==> src/rtl/oam_dma_arbiter_m.sv <==
// ---------------------------------------------------------------------------
// oam_dma_arbiter_m
//
// Owns the single OAM RAM port (0xFE00-0xFE9F) and shares it between the PPU,
// the OAM DMA engine and the CPU (priority PPU > DMA > CPU). Also implements
// the DMA register 0xFF46: a CPU write there starts a DMA_LEN-byte copy from
// {src,8'h00} into OAM.
//
// Ports
//   clk, rst             system clock, asynchronous active-low reset
//   cpu_req/we/addr/wdata CPU access strobe (1-cycle pulse) and payload
//   cpu_rdata, cpu_ack    read data + acknowledge, exactly 1 cycle after req
//   src_rd, src_addr      DMA source read strobe and address
//   src_rdata             DMA source data, SRC_RD_LAT cycles after src_rd
//   ppu_oam_lock          PPU owns OAM while high (modes 2/3)
//   ppu_oam_addr/rdata    PPU OAM read index and returned data
//   oam_addr/wdata/we     OAM RAM port (index 0..159)
//   oam_rdata             OAM RAM read data, 1-cycle latency
//   dma_active            DMA in progress (START through last WR)
//
// Parameters: START_DLY and SRC_RD_LAT must both be >= 1.
// ---------------------------------------------------------------------------
module oam_dma_arbiter_m #(
    parameter int DMA_LEN    = 160,
    parameter int SRC_RD_LAT = 1,
    parameter int START_DLY  = 1
) (
    input  logic        clk,
    input  logic        rst,
    input  logic        cpu_req,
    input  logic        cpu_we,
    input  logic [15:0] cpu_addr,
    input  logic [7:0]  cpu_wdata,
    output logic [7:0]  cpu_rdata,
    output logic        cpu_ack,
    output logic        src_rd,
    output logic [15:0] src_addr,
    input  logic [7:0]  src_rdata,
    input  logic        ppu_oam_lock,
    input  logic [7:0]  ppu_oam_addr,
    output logic [7:0]  ppu_oam_rdata,
    output logic [7:0]  oam_addr,
    output logic [7:0]  oam_wdata,
    output logic        oam_we,
    input  logic [7:0]  oam_rdata,
    output logic        dma_active
);

    typedef enum logic [2:0] {
        S_IDLE,
        S_START,
        S_RD,
        S_WAIT,
        S_WR
    } state_t;

    localparam logic [7:0] LAST_IDX   = 8'(DMA_LEN - 1);
    localparam logic [7:0] START_LAST = 8'(START_DLY - 1);
    localparam logic [7:0] WAIT_LAST  = 8'(SRC_RD_LAT - 1);

    state_t     state;
    logic [7:0] dma_reg;
    logic [7:0] cnt;
    logic [7:0] dly;
    logic [7:0] data_q;

    logic       ack_q;
    logic       rd_oam_q;   // ack cycle returns live OAM data
    logic [7:0] rdata_q;    // ack cycle returns this constant/register value

    // -----------------------------------------------------------------------
    // CPU address decode
    // -----------------------------------------------------------------------
    logic is_ff46;
    logic is_oam;
    logic dma_go;
    logic oam_blocked;
    logic cpu_oam;
    logic [7:0] src_hi;

    assign is_ff46     = (cpu_addr == 16'hFF46);
    assign is_oam      = (cpu_addr[15:8] == 8'hFE) && (cpu_addr[7:0] < 8'hA0);
    assign dma_go      = cpu_req && cpu_we && is_ff46;
    assign oam_blocked = ppu_oam_lock || dma_active;
    assign cpu_oam     = cpu_req && is_oam && !oam_blocked;

    assign dma_active  = (state != S_IDLE);
    assign src_rd      = (state == S_RD);

    // Pages 0xE0-0xFF are echo RAM: fold them back onto 0xC0-0xDF.
    assign src_hi      = (dma_reg < 8'hE0) ? dma_reg : (dma_reg - 8'h20);
    assign src_addr    = {src_hi, cnt};

    assign ppu_oam_rdata = oam_rdata;

    // -----------------------------------------------------------------------
    // OAM port mux, priority PPU > DMA > CPU
    // -----------------------------------------------------------------------
    always_comb begin
        // NOTE: every output of a combinational block gets a default first so
        // no path through the if/else chain leaves it unassigned (latch).
        oam_addr  = 8'h00;
        oam_wdata = 8'h00;
        oam_we    = 1'b0;
        if (ppu_oam_lock) begin
            oam_addr = ppu_oam_addr;
        end else if (state == S_WR) begin
            oam_addr  = cnt;
            oam_wdata = data_q;
            oam_we    = 1'b1;
        end else if (cpu_oam) begin
            oam_addr  = cpu_addr[7:0];
            oam_wdata = cpu_wdata;
            oam_we    = cpu_we;
        end
    end

    // -----------------------------------------------------------------------
    // CPU side: FF46 register, ack and read-data selection
    // -----------------------------------------------------------------------
    // OAM reads are only known in the ack cycle (synchronous RAM), so the
    // return path selects between the live RAM output and a registered value.
    assign cpu_ack   = ack_q;
    assign cpu_rdata = rd_oam_q ? oam_rdata : rdata_q;

    always_ff @(posedge clk or negedge rst) begin
        if (!rst) begin
            // NOTE: sequential state is assigned with <= so every register
            // samples the pre-edge values of its neighbours.
            ack_q    <= 1'b0;
            rd_oam_q <= 1'b0;
            rdata_q  <= 8'h00;
            dma_reg  <= 8'h00;
        end else begin
            ack_q    <= cpu_req;
            rd_oam_q <= 1'b0;
            rdata_q  <= 8'h00;
            if (dma_go) begin
                dma_reg <= cpu_wdata;
            end
            if (cpu_req && !cpu_we) begin
                if (is_ff46) begin
                    rdata_q <= dma_reg;
                end else if (is_oam) begin
                    if (oam_blocked) begin
                        rdata_q <= 8'hFF;
                    end else begin
                        rd_oam_q <= 1'b1;
                    end
                end
                // 0xFEA0-0xFEFF reads fall through and return 8'h00.
            end
        end
    end

    // -----------------------------------------------------------------------
    // DMA engine: IDLE -> START -> RD -> WAIT -> WR -> (RD | IDLE)
    // -----------------------------------------------------------------------
    always_ff @(posedge clk or negedge rst) begin
        if (!rst) begin
            state  <= S_IDLE;
            cnt    <= 8'h00;
            dly    <= 8'h00;
            data_q <= 8'h00;
        end else if (dma_go) begin
            // A new FF46 write always wins: any in-flight byte is abandoned.
            // A WR in this same cycle still lands, since the port mux only
            // looks at the current state.
            state <= S_START;
            cnt   <= 8'h00;
            dly   <= START_LAST;
        end else begin
            case (state)
                S_START: begin
                    if (dly == 8'h00) begin
                        state <= S_RD;
                    end else begin
                        dly <= dly - 8'h01;
                    end
                end
                S_RD: begin
                    state <= S_WAIT;
                    dly   <= WAIT_LAST;
                end
                S_WAIT: begin
                    if (dly == 8'h00) begin
                        data_q <= src_rdata;
                        state  <= S_WR;
                    end else begin
                        dly <= dly - 8'h01;
                    end
                end
                S_WR: begin
                    // The PPU holds the port: the write is stalled, not lost.
                    if (!ppu_oam_lock) begin
                        if (cnt == LAST_IDX) begin
                            state <= S_IDLE;
                            cnt   <= 8'h00;
                        end else begin
                            cnt   <= cnt + 8'h01;
                            state <= S_RD;
                        end
                    end
                end
                default: begin
                    state <= S_IDLE;
                end
            endcase
        end
    end

endmodule

==> config.mk <==
export PLATFORM = sky130hd
export DESIGN_NAME = oam_dma_arbiter_m
export DESIGN_NICKNAME = d
export VERILOG_FILES = /design/src/rtl/oam_dma_arbiter_m.sv
export SDC_FILE = /design/constraint.sdc
export NUM_CORES = 1
export LEC_CHECK = 0
export ABC_CLOCK_PERIOD_IN_PS = 3500
export CORE_ASPECT_RATIO = 0.8
export CORE_MARGIN = 2
export CORE_UTILIZATION = 30
export CTS_CLUSTER_SIZE = 25
export DETAILED_ROUTE_END_ITERATION = 8
export HOLD_SLACK_MARGIN = 0.06
export PLACE_DENSITY_LB_ADDON = 0.05
export SETUP_SLACK_MARGIN = 0.4
export SLEW_MARGIN = 20
export SYNTH_ARGS = -nofsm -noshare
export SYNTH_HDL_FRONTEND = slang
export SYNTH_SLANG_ARGS = --single-unit
==> constraint.sdc <==
create_clock -name clk -period 3.5 [get_ports clk]
set_clock_uncertainty 0.05 [all_clocks]
set_input_delay 0.525 -clock clk [delete_from_list [all_inputs] [get_ports clk]]
set_output_delay 0.525 -clock clk [all_outputs]
set_load 0.02 [all_outputs]
==> flow_metrics.env <==
export IMPL_synth_adder_area_share_pct=1.85
export IMPL_start_util_pct=31.4
export IMPL_cp_startpoint="state[1]$_DFFE_PN0P_"
export IMPL_layout_setup_ws_ps=475
export IMPL_drtAntennaViolNets=0
export IMPL_vias_per_cell=5.16
export IMPL_postSynthAreaPerCell_sq_um=9.89
export IMPL_peakVddDrop_v=0.000187
export IMPL_placementRows=30
export IMPL_fin_area_sq_mm=0.00391
export IMPL_grt_pass1_vias=2446
export IMPL_clkLatencyLatePin_ps=310
export IMPL_rsz0062_at_grt="true"
export IMPL_tritoncts="built"
export IMPL_io_buffer_count=104
export IMPL_yosysSeqAreaShare_pct=41.7
export IMPL_grt_pass1_wl_um=12500
export IMPL_clkTransAtPathRegs_ps=110
export IMPL_crit_chain="or3_4 > nor4_4 > and2_4 > a22o_1 > clkdlybuf4s50_1"
export IMPL_area_growth_syn_to_layout_pct=44.8
export IMPL_grtUsageTotal_pct=16.6
export IMPL_cpPeakStageDelay_ps=610
export IMPL_yosys_area_top_type="dfrtp_1"
export IMPL_cp_end_kind="output port"
export IMPL_drv_slew=0
export IMPL_synthesis_instances=273
export IMPL_place_hpwl_um=5910
export IMPL_outcome="completed"
export IMPL_fmax_mhz=331
export IMPL_muxShareOfSynthArea_pct=9.60
export IMPL_required_ps=2920
export IMPL_drive_gt1_share_pct=15.8
export IMPL_total_leakage_power_nw=1.68
export IMPL_synth_flop_cell="dfrtp_1"
export IMPL_hold_class="in2async"
export IMPL_dieArea_sq_mm=0.00978
export IMPL_relSlewSlack_pct=49.2
export IMPL_max_cap_violations=0
export IMPL_syn_num_nets=330
export IMPL_cp_start_kind="flip-flop"
export IMPL_cts_htree_levels=2
export IMPL_synth_seq_cells=45
export IMPL_critPathSlowestCell="clkdlybuf4s50_1"
export IMPL_final_net_count=429
export IMPL_synth_xor_area_share_pct=0.974
export IMPL_worstPathArrival_ps=2450
export IMPL_synth_top_family_by_area="simple AND/OR/NAND/NOR gates"
export IMPL_cts_sinks=45
export IMPL_ctsLongestPathBuffers=2
export IMPL_synth_simple_area_share_pct=20.0
export IMPL_ios=105
export IMPL_power_density_mw_per_mm2=422
export IMPL_async_reset_ff_share_pct=100
export IMPL_grt_antenna_before_repair=0
export IMPL_ys_top_cells_by_area="dfrtp_1 42%, mux2_2 9.6%, a21oi_1 4.1%"
export IMPL_die_y_um=88.8
export IMPL_yosysTopAreaCellShare_pct=41.7
export IMPL_synth_compound_area_share_pct=17.9
export IMPL_netlist_area_sq_mm=0.00270
export IMPL_crit_fanout=9
export IMPL_overflow=0
export IMPL_drt_pre_antenna_iters=4
export IMPL_drcViolationCount=0
export IMPL_numCtsBuffers=5
export IMPL_insertedDiodeCount=0
export IMPL_synth_warnings=0
export IMPL_synth_edff_count=0
export IMPL_gp_congestion=0.798
export IMPL_cts_root_buf="clkbuf_8"
export IMPL_fin_tns_setup_ps=0
export IMPL_hold_viol_final=0
export IMPL_drt_iter0_markers=99
export IMPL_crit_type="reg2out"
export IMPL_die_w_um=110
export IMPL_period_minus_slack_ps=3020
export IMPL_setup_viol=0
export IMPL_grt_max_degree=35
export IMPL_r2r_start="dly[0]$_DFFE_PN0P_"
export IMPL_timing_final_crit_share_pct=86.4
export IMPL_vias=2501
export IMPL_wirelength_um=7870
export IMPL_tightest_slew_ps=762
export IMPL_hold_buffers=0
export IMPL_coreArea_sq_mm=0.00860
export IMPL_placed_cell_area_sq_mm=0.00378
export IMPL_fin_util_pct=45.5
export IMPL_synth_cell_type_count=46
export IMPL_wl_per_cell_um=16.2
export IMPL_whs_ps=232
export IMPL_place_ws_ps=358
-- cells in the final DEF (no fill, tap or decap), types with 8 or more instances in the layout --
cell type,count
nand2_1,9
nand3_1,12
nand4_1,16
a2bb2oi_1,8
dfrtp_1,44
nor2_1,20
inv_1,10
o21ai_0,9
a22o_1,8
dlygate4sd2_1,8
buf_4,15
a21oi_1,22
o21a_1,9
clkdlybuf4s50_1,92
mux2_2,23
-- cell families (layout without fill, tap and decap cells) --
group / count (synthesis) / count (layout)
XOR/XNOR: 3 / 3
multiplexers: 23 / 23
adder cells (fa/ha/maj): 4 / 4
flip-flops: 45 / 45
buffers and inverters: 38 / 138
AND/OR/NAND/NOR: 89 / 89
AO/OA/AOI/OAI: 71 / 71
-- power breakdown --
group	total (W)	switching, W	leakage (nW)	internal, W
clock	0.000354	0.000209	0.0447	0.000145
combinational	0.000570	0.000276	1.07	0.000295
sequential	0.000725	0.0000977	0.559	0.000627
total	0.00165	0.000582	1.68	0.00107
-- path summary, 6_finish.rpt --
path	slack [ps]	depth (start not counted)	to
max	480	5	oam_wdata[6]
min	230	1	data_q[3]$_DFFE_PN0P_
max reg2reg	1150	6	data_q[4]$_DFFE_PN0P_
min reg2reg	440	1	dly[7]$_DFFE_PN0P_
max in group asynchronous	2490	2	state[0]$_DFFE_PN0P_
min in group clk	440	1	dly[7]$_DFFE_PN0P_
-- synthesized netlist by cell type (3+ instances only) --
| cell | instances |
|---|---|
| nand2_1 | 9 |
| nand4_1 | 16 |
| nor3_1 | 6 |
| a31oi_1 | 4 |
| inv_1 | 10 |
| buf_2 | 4 |
| o21a_1 | 9 |
| ha_1 | 4 |
| nand3_1 | 12 |
| buf_4 | 14 |
| dfrtp_1 | 45 |
| a21oi_1 | 22 |
| o31a_1 | 3 |
| a2bb2oi_1 | 8 |
| nor4b_1 | 3 |
| o21ai_0 | 9 |
| mux2_2 | 23 |
| and2_1 | 3 |
| clkbuf_1 | 7 |
| nor2_1 | 20 |
| xor2_1 | 3 |
| a22o_1 | 8 |
-- cell type report --
type / instances / area [sq um]
clock buffers: 5 / 68.8
repair buffers: 119 / 1150
inverters: 11 / 41.3
fillers: 822 / 4690
well taps: 112 / 140
clock inverters: 3 / 25.0
flip-flops and latches: 45 / 1130
multi-input cells: 190 / 1360
-- stage by stage --
stage,total power [W],instances
after detailed placement,0.00128,473
after global routing,0.00177,485
after floorplan,0.00108,273
after CTS,0.00163,481
final,0.00165,485
after global placement,0.00127,473
-- critical path: cells and delay by family, from the launching register on --
family                 cells  cell delay [ps]
and+or+nand+nor            3              920
buffers and inverters      1              610
AOI/OAI and AO/OA          1              150
DFF                        1              470
-- layer usage --
layer / GRT usage, % / up-vias / routed length (um) / share of wire [%]
met5: 0 / - / 0 / 0
met4: 3.57 / 0 / 63 / 0.80
met3: 3.24 / 4 / 423 / 5.4
met2: 24.3 / 94 / 3320 / 42
met1: 25.3 / 1206 / 4070 / 52
li1: - / 1197 / - / -
-- what timing repair did --
action	4_1_cts	5_1_grt
endpoints found under the setup margin	17	9
pin swaps	0	0
buffers inserted	0	4
gates resized for setup	10	4
Power figures use the tool's default switching activity.
